==> src/rtl/memaccess_ctrl.sv <==
// rtl/memaccess_ctrl.sv - direct/indirect load-store controller with per-phase ack timeout
module memaccess_ctrl #(
    parameter int ADDR_W   = 16,
    parameter int DATA_W   = 16,
    parameter int MAX_WAIT = 15
) (
    input  logic              clock,
    input  logic              reset,
    input  logic              req_valid,
    output logic              req_ready,
    input  logic [1:0]        req_mode,
    input  logic [ADDR_W-1:0] req_addr,
    input  logic [DATA_W-1:0] req_wdata,
    output logic              DMem_en,
    output logic              DMem_rd,
    output logic [ADDR_W-1:0] DMem_addr,
    output logic [DATA_W-1:0] DMem_din,
    input  logic [DATA_W-1:0] DMem_dout,
    input  logic              DMem_ack,
    output logic [DATA_W-1:0] memout,
    output logic              done,
    output logic              err
);

    localparam logic [2:0] S_IDLE = 3'd0;
    localparam logic [2:0] S_PTR  = 3'd1;
    localparam logic [2:0] S_RD   = 3'd2;
    localparam logic [2:0] S_WR   = 3'd3;
    localparam logic [2:0] S_FIN  = 3'd4;

    // Counter value seen during the last cycle a phase may wait; an ack there still succeeds.
    localparam logic [7:0] LAST_WAIT = 8'(MAX_WAIT - 1);

    logic [2:0]        state;
    logic [1:0]        mode_q;
    logic [ADDR_W-1:0] addr_q;
    logic [ADDR_W-1:0] eff_addr;
    logic [DATA_W-1:0] wdata_q;
    logic [7:0]        wcnt;
    logic              timed_out;
    logic [ADDR_W-1:0] ptr_addr;
    logic              phase_timeout;

    generate
        if (DATA_W >= ADDR_W) begin : g_ptr_trunc
            assign ptr_addr = DMem_dout[ADDR_W-1:0];
        end else begin : g_ptr_zext
            assign ptr_addr = {{(ADDR_W-DATA_W){1'b0}}, DMem_dout};
        end
    endgenerate

    assign phase_timeout = !DMem_ack && (wcnt == LAST_WAIT);

    always_ff @(posedge clock) begin
        if (reset) begin
            state     <= S_IDLE;
            mode_q    <= 2'b00;
            addr_q    <= '0;
            eff_addr  <= '0;
            wdata_q   <= '0;
            wcnt      <= 8'd0;
            timed_out <= 1'b0;
            memout    <= '0;
        end else begin
            case (state)
                S_IDLE: begin
                    if (req_valid) begin
                        mode_q    <= req_mode;
                        addr_q    <= req_addr;
                        eff_addr  <= req_addr;
                        wdata_q   <= req_wdata;
                        wcnt      <= 8'd0;
                        timed_out <= 1'b0;
                        if (req_mode[0])      state <= S_PTR;
                        else if (req_mode[1]) state <= S_WR;
                        else                  state <= S_RD;
                    end
                end
                S_PTR: begin
                    if (DMem_ack) begin
                        eff_addr <= ptr_addr;
                        wcnt     <= 8'd0;
                        state    <= mode_q[1] ? S_WR : S_RD;
                    end else if (phase_timeout) begin
                        timed_out <= 1'b1;
                        state     <= S_FIN;
                    end else begin
                        wcnt <= wcnt + 8'd1;
                    end
                end
                S_RD, S_WR: begin
                    if (DMem_ack) begin
                        if (state == S_RD) memout <= DMem_dout;
                        state <= S_FIN;
                    end else if (phase_timeout) begin
                        timed_out <= 1'b1;
                        state     <= S_FIN;
                    end else begin
                        wcnt <= wcnt + 8'd1;
                    end
                end
                S_FIN: begin
                    wcnt  <= 8'd0;
                    state <= S_IDLE;
                end
                default: state <= S_IDLE;
            endcase
        end
    end

    always_comb begin
        req_ready = (state == S_IDLE);
        done      = (state == S_FIN);
        err       = (state == S_FIN) && timed_out;
        DMem_en   = 1'b0;
        DMem_rd   = 1'b1;
        DMem_addr = '0;
        DMem_din  = '0;
        case (state)
            S_PTR: begin
                DMem_en   = 1'b1;
                DMem_addr = addr_q;
            end
            S_RD: begin
                DMem_en   = 1'b1;
                DMem_addr = eff_addr;
            end
            S_WR: begin
                DMem_en   = 1'b1;
                DMem_rd   = 1'b0;
                DMem_addr = eff_addr;
                DMem_din  = wdata_q;
            end
            default: ;
        endcase
    end

endmodule

==> config.mk <==
export PLATFORM = sky130hd
export DESIGN_NAME = memaccess_ctrl
export DESIGN_NICKNAME = d
export VERILOG_FILES = /design/src/rtl/memaccess_ctrl.sv
export SDC_FILE = /design/constraint.sdc
export NUM_CORES = 1
export LEC_CHECK = 0
export ABC_AREA = 0
export ABC_CLOCK_PERIOD_IN_PS = 1840
export BUFFER_PORTS_ARGS = -buffer_cell sky130_fd_sc_hd__buf_2
export CAP_MARGIN = 5
export CELL_PAD_IN_SITES_DETAIL_PLACEMENT = 1
export CELL_PAD_IN_SITES_GLOBAL_PLACEMENT = 1
export CORE_MARGIN = 4
export CORE_UTILIZATION = 33
export CTS_BUF_LIST = sky130_fd_sc_hd__clkbuf_8 sky130_fd_sc_hd__clkbuf_16
export DETAILED_ROUTE_END_ITERATION = 12
export PLACE_DENSITY = 0.88
export RECOVER_POWER = 25
export SYNTH_ARGS = -nofsm -noshare
export SYNTH_HDL_FRONTEND = slang
export SYNTH_SLANG_ARGS = --single-unit
==> constraint.sdc <==
create_clock -name clock -period 1.84 [get_ports clock]
set_input_delay 0 -clock clock [delete_from_list [all_inputs] [get_ports clock]]
set_output_delay 0 -clock clock [all_outputs]
set_load 0.1 [all_outputs]
Word-level counts from Yosys, hierarchy flattened:

Index checks and enable logic that the tools add are counted.

* bitwise operators: 0
* multipliers: 0
* reductions and logical operators: 14
* $add $sub $neg: 1
* magnitude comparators: 0
* shift operators: 0
* mux-type cells: 24
* eq/ne operators: 10
* div/mod/pow operators: 0

Operators by type and width (count)
* $pmux 16 s2: 2
* $mux 16: 3
* $mux 8: 4
* $pmux 8 s4: 1
* $mux 3: 4
* $pmux 3 s3: 1
* $reduce_and 3->1: 3
* $add 8x1->8 const B: 1
* $eq 8x4->1 const B: 1
* $ne 2x2->1 const B: 4
* $mux 1: 7
* $eq 3x2->1 const B: 2
* $reduce_and 4->1: 1
* $reduce_bool 2->1: 2
* $reduce_bool 4->1: 1
* $eq 3x1->1 const B: 1
* $eq 3x3->1 const B: 1
* $logic_not 3->1: 1
* $reduce_or 3->1: 1
* $logic_and 1x1->1: 2
* $mux 2: 1
* $ne 2x1->1 const B: 1
* $pmux 1 s2: 1
* $reduce_and 2->1: 1
* 2 further kinds: 2

* input bits: 54
* latch bits: 0
* output and inout port bits: 53
* word-level logic and storage cells: 57
* ROM bits: 0
* register bits after elaboration: 78
* memories: 0
* RAM bits: 0

Logic depth before layout (Yosys ltp):

* depth after elaboration: 5
* mapped depth: 7
* mapped depth without buffers: 6

Least setup slack after synthesis:

Ideal clock, no wire load.

* path type: reg2reg
* start: register state[2]
* end: register addr_q[0]
* data required time: 1.708 ns
* data arrival time: 3.530 ns
* path buffers: 2
* slack: -1.822 ns
* period minus slack after synthesis: 3.662 ns
* library setup time: 0.132 ns
* stages on the path, launching flop included: 7
* cell sequence: dfxtp_1 buf_4 nor3_1 nand2_1 clkbuf_1 nand2_1 a21oi_1

* word-level cells in the longest chain between the ends: 2

Ends and longest elaborated chain
* from (decl): RTL line 34 `logic [2:0] state;`
* from (signal assigned): RTL line 83 `state <= mode_q[1] ? S_WR : S_RD;`
* $logic_not 3->1
* net req_ready: RTL line 10 `output logic req_ready,`
* $reduce_and 2->1 (no source line)
* to (signal assigned): RTL line 69 `addr_q <= req_addr;`
* to (decl): RTL line 36 `logic [ADDR_W-1:0] addr_q;`

The timed path passes the listed nets, and every way through them passes these cells.
A chain may end at the register's enable or synchronous reset.

Worst setup path in the final report:

* start: register wcnt[0]
* end: register wcnt[3]

* word-level cells in the longest chain between the ends: 5
* elaborated cells between the ends (all ways): 7
* classes of those cells: add/sub (1); eq/ne (1); mux (4); reduce/logical (1)

Ends and longest elaborated chain
* from (decl): RTL line 39 `logic [7:0] wcnt;`
* from (signal assigned): RTL line 88 `wcnt <= wcnt + 8'd1;`
* from (signal assigned): RTL line 99 `wcnt <= wcnt + 8'd1;`
* branches (longest 2 deep; another with $add 8x1->8)
* $mux 8 *: RTL line 84, 95
* $mux 8 (on tied branches): RTL line 92, 80
* $pmux 8 s4 *: RTL line 65 `case (state)`

Mark *: on every way between the ends. The select of a mux whose other input is x is not followed.

==> impl_metrics.py <==
metrics = {
    "run_status": {
        "outcome": "finished clean",
    },
    "finish": {
        "fin_cells": 699,
        "fin_nets": 617,
        "n_antenna_cell": 0,
        "final_cell_mix": "nand2_1 (106), dfxtp_1 (73), a21oi_1 (58), buf_2 (55), dlygate4sd3_1 (49)",
        "area_growth_pct": 55.5,
        "drive_gt1_share_pct": 27.2,
        "layout_commonest_cell": "nand2_1",
        "utilization_pct": 53.4,
    },
    "floorplan": {
        "dieArea_sq_um": 12000,
        "ios": 107,
        "die_w_microns": 110,
        "coreArea_sq_um": 9910,
        "dieHeight_microns": 110,
        "initial_core_util_pct": 34.4,
        "rows": 36,
    },
    "grt": {
        "grt_pass1_vias": 3994,
        "grt_pass1_wl_microns": 20400,
        "grt-ovfl-total": 0,
        "antenna_found_initial": 0,
        "grt_use_total_pct": 22.1,
        "grt_max_degree": 56,
    },
    "critical_path": {
        "crit_fanout": 9,
        "crit_path_end_kind": "flip-flop",
        "path_cells": "inv_1 -> ha_1 -> and4b_1 -> and2_2 -> or4_1 -> a21oi_1",
        "worstPathBufferInverterCount": 1,
        "cpLargestDelayFamily": "simple AND/OR/NAND/NOR gates",
        "slowest_stage": "or4_1",
        "slowest_delay_ns": 0.48,
        "required_ns": 2.12,
        "worstSetupPathType": "reg2reg",
        "start_kind": "flip-flop",
        "worstPathArrival_ns": 2.06,
        "worstRegToRegCells": 6,
        "cp.depth": 6,
    },
    "job": {
        "max_cap_viol_count": 0,
    },
    "synthesis": {
        "synthesis.area_sq_um": 3400,
        "syn_avg_cell_area_sq_um": 8.18,
        "yosys_warnings": 0,
        "syn_inst": 416,
        "syn_nets": 472,
        "synth.distinct_cells": 39,
        "ys_seq_area_share_pct": 45.3,
        "yosys_register_bits": 77,
    },
    "clocking": {
        "cts_buffers": 9,
        "clock_latency_ns": 0.35,
        "clk_pin_slew_worst_paths_ns": 0.08,
        "cts_sinks": 77,
        "tritoncts": "done",
        "root_buffer": "clkbuf_8",
        "cts_buffer_depth": 2,
        "htreeDepth": 3,
    },
    "sta": {
        "slew-limit-headroom_pct": 21.2,
        "finalSetupViolations": 0,
        "report.final.slew_viol_count": 0,
        "hold_violations": 0,
        "tightest_slew_ns": 1.19,
        "fin_crit_sh_pct": 96.8,
        "max_freq_mhz": 561,
        "setup_tns_ns": 0,
        "fin_skew_ns": 0.0168,
        "finalCriticalPeriod_ns": 1.78,
    },
    "power": {
        "p_total_w": 0.00448,
        "powerDensity_nw_per_um2": 847,
        "leakage_nw": 2.12,
        "ir_drop_v": 0.000387,
    },
    "drt": {
        "wl_per_cell_microns": 18.4,
        "drtIter0Drc": 134,
        "viasPerCell": 5.16,
        "dr.pass1.iters": 4,
        "drc": 0,
        "wirelength_microns": 12900,
        "drtAntennaViolNets": 0,
        "vias": 3606,
    },
    "placement": {
        "io_buffers": 106,
        "detailed_place_hpwl_microns": 8000,
        "place_inst": 632,
        "place_congestion": 0.797,
    },
    "min_path": {
        "hold_depth": 4,
        "hold_path_class": "in2reg",
    },
}
[final cells by class]
cell class                      count  area [sq um]
Fill cell                        1171          4620
Timing Repair Buffer              170          1670
Multi-Input combinational cell    301          1730
Clock inverter                      7          42.5
Tap cell                          133           166
Inverter                            2          7.51
Sequential cell                    77          1550
Clock buffer                        9           124
[where the power goes]
| group | total (W) | internal (W) | switching, W |
|---|---|---|---|
| Sequential | 0.00192 | 0.00181 | 0.000104 |
| Clock | 0.00114 | 0.000483 | 0.000655 |
| Combinational | 0.00143 | 0.000514 | 0.000914 |
| Total | 0.00448 | 0.00281 | 0.00167 |
[cell usage after synthesis (all sizes together)]
library cell / n / area share [%]
nand2: 107 / 12
dfxtp: 77 / 45
a21oi: 58 / 8.5
clkbuf: 22 / 2.4
nor2: 21 / 2.3
and3: 17 / 3.1
mux2i: 17 / 5.0
a211oi: 16 / 3.5
a22o: 16 / 4.1
buf: 14 / 2.9
o21ai: 8 / 1.5
or4: 5 / 1.1
nand3: 4 / 0.73
o31ai: 4 / 0.88
nand3b: 3 / 0.66
or3: 3 / 0.55
and2: 2 / 0.37
ha: 2 / 0.73
inv: 2 / 0.22
nor2b: 2 / 0.37
nor3: 2 / 0.29
a21boi: 1 / 0.22
a21o: 1 / 0.26
a31oi: 1 / 0.18
and3b: 1 / 0.26
and4: 1 / 0.26
and4b: 1 / 0.29
nand2b: 1 / 0.18
nand4: 1 / 0.18
nor3b: 1 / 0.22
nor4: 1 / 0.18
nor4b: 1 / 0.70
o21bai: 1 / 0.22
or2: 1 / 0.18
xor2: 1 / 0.26
[path summary, 6_finish.rpt]
check	startpoint	endpoint	slack, ns
min reg2reg	wdata_q[6]	wdata_q[6]	0.46
max	wcnt[0]	wcnt[3]	0.06
max reg2reg	wcnt[0]	wcnt[3]	0.06
min	req_mode[0]	state[1]	0.01
[cell families after synthesis]
family	synth area share (%)
muxes	5.00
and+or+nand+nor	23.8
DFF	45.3
xor gates and xnor gates	0.257
adders and majority gates	0.735
buffers and inverters	5.51
AOI/OAI and AO/OA	19.4
[routing by layer]
layer  GRT usage, %  routed length, microns  vias up
met3           4.52                     520       23
met4           7.93                     355        0
met1           23.9                    5070     1764
met2           42.2                    6910       94
li1               -                       -     1725
met5              0                       0        -
[worst min-delay path, stage by stage]
cell     delay (ns)
buf_2          0.09
o21ai_0        0.06
mux2i_1        0.12
nor2_1         0.05
[metrics by stage]
stage	worst slack [ns]	area (sq um)	hold slack [ns]
5_1_grt	-0.00884	5290	0.0412
6_report	0.0581	5290	0.0125
3_3_place_gp	0.136	4590	0.242
2_1_floorplan	-0.147	3470	0.136
4_1_cts	0.0106	5260	0.00110
3_5_place_dp	0.0326	4590	0.250
[registers in the layout (all words and copies together), names as in the netlist]
| name | flops |
|---|---|
| timed_out | 1 |
| memout | 16 |
| mode_q | 1 |
| wdata_q | 16 |
| state | 3 |
| wcnt | 8 |
| eff_addr | 16 |
| addr_q | 16 |
[timing repair]
action,CTS,global route
hold buffers,49,0
endpoints found under the hold margin,52,0
gates cloned,0,0
setup buffers,0,2
resized for setup,5,10
endpoints found under the setup margin,33,31
No activity file was read; power rests on OpenSTA's default activity.
